`src/rtl/i2s_transmit_if.sv`:
```
// i2s_transmit_if: valid/ready stereo-pair stream feeding the I2S transmitter.
interface i2s_transmit_if #(
    parameter int word_size = 32
);
    logic [word_size-1:0] in_left;
    logic [word_size-1:0] in_right;
    logic                 in_valid;
    logic                 in_ready;
    modport master (output in_left, output in_right, output in_valid, input in_ready);
    modport slave (input in_left, input in_right, input in_valid, output in_ready);
endinterface

```
`src/rtl/i2s_transmit.sv`:
```
// i2s_transmit: I2S timing master on falling sck edges, stereo pairs serialised MSB-first one sck after ws.
// Define I2S_TX_REPEAT_LAST_EN to replay the last transmitted pair on underrun instead of zeros.
module i2s_transmit #(
    parameter int word_size = 32,
    parameter int slot_bits = 32
) (
    input  logic          sck,
    input  logic          rst,
    i2s_transmit_if.slave s,
    output logic          ws,
    output logic          sd,
    output logic          underrun
);
    localparam int cw = $clog2(slot_bits);
    typedef enum logic {IDLE, RUN} state_t;
    state_t state, state_nx;
    logic [cw-1:0] bit_cnt;
    logic [slot_bits-1:0] sh_l, sh_r;
    logic [word_size-1:0] buf_l, buf_r, ld_l, ld_r;
    logic full, accept, wrap, frame_start;
`ifdef I2S_TX_REPEAT_LAST_EN
    logic [word_size-1:0] last_l, last_r;
`endif

    // Left-align the sample in the slot: truncates low bits or pads zeros after the LSB.
    function automatic logic [slot_bits-1:0] fit(input logic [word_size-1:0] w);
        logic [word_size+slot_bits-1:0] t;
        t = {w, {slot_bits{1'b0}}};
        return t[word_size+slot_bits-1 -: slot_bits];
    endfunction

    assign s.in_ready = !full && rst;

    always_comb begin
        accept = s.in_valid && s.in_ready;
        wrap = state == IDLE || bit_cnt == cw'(slot_bits - 1);
        frame_start = wrap && ws;
        state_nx = RUN;
`ifdef I2S_TX_REPEAT_LAST_EN
        ld_l = full ? buf_l : last_l;
        ld_r = full ? buf_r : last_r;
`else
        ld_l = full ? buf_l : '0;
        ld_r = full ? buf_r : '0;
`endif
    end

    // sd takes the MSB of the channel whose slot ws currently shows, giving the one-cycle lag.
    always_ff @(negedge sck) begin
        if (!rst) begin
            state    <= IDLE;
            ws       <= 1'b1;
            sd       <= 1'b0;
            underrun <= 1'b0;
            full     <= 1'b0;
            bit_cnt  <= '0;
            sh_l     <= '0;
            sh_r     <= '0;
        end else begin
            state    <= state_nx;
            ws       <= wrap ? !ws : ws;
            bit_cnt  <= wrap ? '0 : bit_cnt + 1'b1;
            sd       <= ws ? sh_r[slot_bits-1] : sh_l[slot_bits-1];
            underrun <= frame_start && !full;
            full     <= accept || (full && !frame_start);
            sh_l     <= frame_start ? fit(ld_l) : ws ? sh_l : sh_l << 1;
            sh_r     <= frame_start ? fit(ld_r) : ws ? sh_r << 1 : sh_r;
        end
    end

    always_ff @(negedge sck) begin
        if (accept) begin
            buf_l <= s.in_left;
            buf_r <= s.in_right;
        end
    end

`ifdef I2S_TX_REPEAT_LAST_EN
    always_ff @(negedge sck) begin
        if (!rst) begin
            last_l <= '0;
            last_r <= '0;
        end else if (frame_start && full) begin
            last_l <= buf_l;
            last_r <= buf_r;
        end
    end
`endif
endmodule

```
`src/flat_wrapper.sv`:
```
// flat-port wrapper written by rule: the top's interface ports become plain ports
module i2s_transmit_flat 
#(
    parameter int word_size = 32,
    parameter int slot_bits = 32
)
  (sck, rst, ws, sd, underrun, s_in_left, s_in_right, s_in_valid, s_in_ready);
  i2s_transmit_if #(.word_size(word_size)) s_i ();
  input  logic sck;
  input  logic rst;
  output logic ws;
  output logic sd;
  output logic underrun;
  input wire logic [$bits(s_i.in_left)-1:0] s_in_left;
  input wire logic [$bits(s_i.in_right)-1:0] s_in_right;
  input wire logic [$bits(s_i.in_valid)-1:0] s_in_valid;
  output wire logic [$bits(s_i.in_ready)-1:0] s_in_ready;
  assign s_i.in_left = s_in_left;
  assign s_i.in_right = s_in_right;
  assign s_i.in_valid = s_in_valid;
  assign s_in_ready = s_i.in_ready;
  i2s_transmit #(.word_size(word_size), .slot_bits(slot_bits)) u_core (.sck(sck), .rst(rst), .s(s_i), .ws(ws), .sd(sd), .underrun(underrun));
endmodule
```
`config.mk`:
```
export PLATFORM = sky130hd
export DESIGN_NAME = i2s_transmit_flat
export DESIGN_NICKNAME = d
export VERILOG_FILES = /design/src/rtl/i2s_transmit_if.sv /design/src/rtl/i2s_transmit.sv /design/src/flat_wrapper.sv
export SDC_FILE = /design/constraint.sdc
export NUM_CORES = 1
export LEC_CHECK = 0
export ABC_AREA = 1
export BUFFER_PORTS_ARGS = -buffer_cell sky130_fd_sc_hd__buf_2
export CAP_MARGIN = 25
export CORE_MARGIN = 8
export CORE_UTILIZATION = 25
export CTS_CLUSTER_DIAMETER = 150
export CTS_CLUSTER_SIZE = 30
export DETAILED_ROUTE_END_ITERATION = 6
export SLEW_MARGIN = 20
export SYNTH_ARGS = -nofsm -noshare
export SYNTH_HDL_FRONTEND = slang
export SYNTH_SLANG_ARGS = --single-unit
```
`constraint.sdc`:
```
create_clock -name sck -period 6.4 [get_ports sck]
set_input_delay 0.64 -clock sck [delete_from_list [all_inputs] [get_ports sck]]
set_output_delay 0.64 -clock sck [all_outputs]
set_load 0.02 [all_outputs]
```
==> results.yml <==
outcome:
  status: "complete, no violations"
sta:
  slew-limit-headroom_pct: 45.8
  tightest_slew_ns: 0.813
  finalSetupViolCount: 0
  fin_tns_setup_ns: 0
  rsz0062_at_grt: "no"
  finalHoldViolCount: 0
  drv_slew: 0
  fin_worst_skew_ns: 0.0241
synthesis:
  synthDistinctLibCells: 22
  synth_area_leaders: "edfxtp_1 (34%), dfxtp_1 (26%), nand2_1 (12%)"
  synth.top_cell.area_share_pct: 34.0
  syn_area_per_cell_um2: 8.68
  ys_seq_area_share_pct: 60.2
  synth_seq_cells: 138
  synth.net_count: 720
  synth_cells: 651
  synth_top_cell_by_area: "edfxtp_1"
  synth_area_um2: 5650
  ys_warn_count: 0
setup_path:
  r2r_slack_ns: 3.75
  rr_startpoint: "u_core.bit_cnt[0]$_SDFF_NP0_"
  path_class: "register to output pin"
  critPathArrivalTime_ns: 4.28
  worstPathRequired_ns: 5.76
  crit_path_end_kind: "output pin"
  worstReg2RegEnd: "u_core.sh_l[22]$_SDFFE_NN0P_"
  crit_path_start_kind: "register"
  crit_path_max_fanout: 2
  rr_worst_depth: 10
final_layout:
  instances_no_fill: 1138
  final_common_cell: "inv_1"
  areaGrowthSynthToFinish_pct: 29.9
  fin_nets: 909
  diodes: 0
  layout-drive-gt1-share_pct: 13.8
  layout_common_cells: "inv_1 (188), nand2_1 (186), nor2_1 (91), dfxtp_1 (71), buf_2 (70)"
  stdcell_area_um2: 7340
  num-fill-cells: 2409
  fin_util_pct: 32.7
grt:
  first_global_vias: 5231
  antenna_found_initial: 0
  grt_pass1_wl_um: 23900
  gr-usage-all-layers_pct: 10.8
  grt_max_degree: 77
  overflow: 0
placement:
  place_congestion: 0.751
  place_area_um2: 6210
  place_hpwl_um: 8140
  dp.cells: 968
  port_buffers: 70
die:
  die_h_um: 166
  io_pins: 71
  dieArea_um2: 27700
  placement_rows: 55
  core_area_um2: 22400
  dieWidth_um: 166
  start_util_pct: 25.2
routing:
  ant_nets: 0
  vias_per_cell: 4.40
  first_pass_iters: 4
  vias: 5006
  dr.first_iter.drc_count: 330
  drc: 0
  wirelength_um: 14400
  wire_per_inst_um: 12.7
power:
  total_power_mw: 2.44
  vdd_ir_drop_max_v: 0.000216
  p_leak_nw: 3.66
  powerDensity_nw_per_um2: 332
cts:
  cts_tree: "built"
  cts_buffers: 17
  cts_root_buffer: "clkbuf_16"
  cts_resized: 0
  cts_hold_buffers: 0
  htreeDepth: 4
  post_cts_buffers: 0
  cts.sinks: 138
  clock_latency_ns: 0.47
  clockBufferDepth: 2
  clk_pin_slew_ns: 0.03
run:
  drv_cap: 0
min_path:
  holdCritStartpoint: "u_core.bit_cnt[0]$_SDFF_NP0_"
  hold_depth: 1
  min_path_type: "register to register"
  hold_path_end: "u_core.bit_cnt[0]$_SDFF_NP0_"
[layer usage]
layer	part of all wire [%]	GRT usage (%)	wire (um)
met5	0	0	0
met2	49	16.7	7010
met3	4.6	5.06	662
met1	45	11.7	6530
met4	1.6	7.01	233
[per-stage QoR]
stage	setup WS, ns	hold slack (ns)
global route	1.43	0.468
floorplan	0.226	0.430
global placement	1.09	0.444
finish	1.48	0.453
CTS	1.45	0.461
detailed placement	1.06	0.454
[worst max path at each step]
stage	from	to	slack [ns]	cells past startpoint
2_1_floorplan	rst	u_core.buf_l[0]$_DFFE_NP_	0.23	5
3_3_place_gp	rst	u_core.buf_l[19]$_DFFE_NP_	1.09	6
3_5_place_dp	rst	u_core.buf_r[5]$_DFFE_NP_	1.06	6
4_1_cts	u_core.full$_SDFF_NN0_	s_in_ready	1.45	2
5_1_grt	u_core.full$_SDFF_NN0_	s_in_ready	1.43	2
6_report	u_core.full$_SDFF_NN0_	s_in_ready	1.48	2
[Yosys cell counts, drive strengths merged]
cell type,n
clkbuf,19
ha,2
edfxtp,64
nor2,91
nor3,1
nor3b,1
nand3,53
nand2,188
inv,54
buf,26
o21ai,21
nand4,53
a21oi,4
dfxtp,74
[final cells by class]
cell class / instances / area [um^2] / area share (%)
Clock buffer: 17 / 425 / 5.80
Inverter: 53 / 199 / 2.71
Multi-Input combinational cell: 414 / 1830 / 24.9
Sequential cell: 138 / 3410 / 46.4
Clock inverter: 153 / 682 / 9.29
Tap cell: 285 / 357 / 4.86
Timing Repair Buffer: 78 / 443 / 6.04
[critical path, stage by stage, from the launching register on]
cell,delay (ns)
dfxtp_2,0.31
nor2_1,0.12
buf_2,0.20
[state kept, by name, indices dropped and copies added (netlist names), 5 cells and up]
signal,cells
u_core.sh_r,32
u_core.sh_l,32
u_core.buf_l,32
u_core.buf_r,32
u_core.bit_cnt,5
[power breakdown]
part	switching [mW]	internal [mW]
sequential	0.0128	0.969
clock	0.616	0.697
combinational	0.100	0.0424
total	0.729	1.71
[logic make-up (layout without fill, tap and decap cells)]
family / count (synthesis) / after routing / share of synthesized area, %
AND/OR/NAND/NOR: 387 / 387 / 29.7
adder cells (fa/ha/maj): 2 / 2 / 0.443
buffers and inverters: 99 / 301 / 7.44
AO/OA/AOI/OAI: 25 / 25 / 2.21
flip-flops: 138 / 138 / 60.2
(Power assumes the default switching activity.)
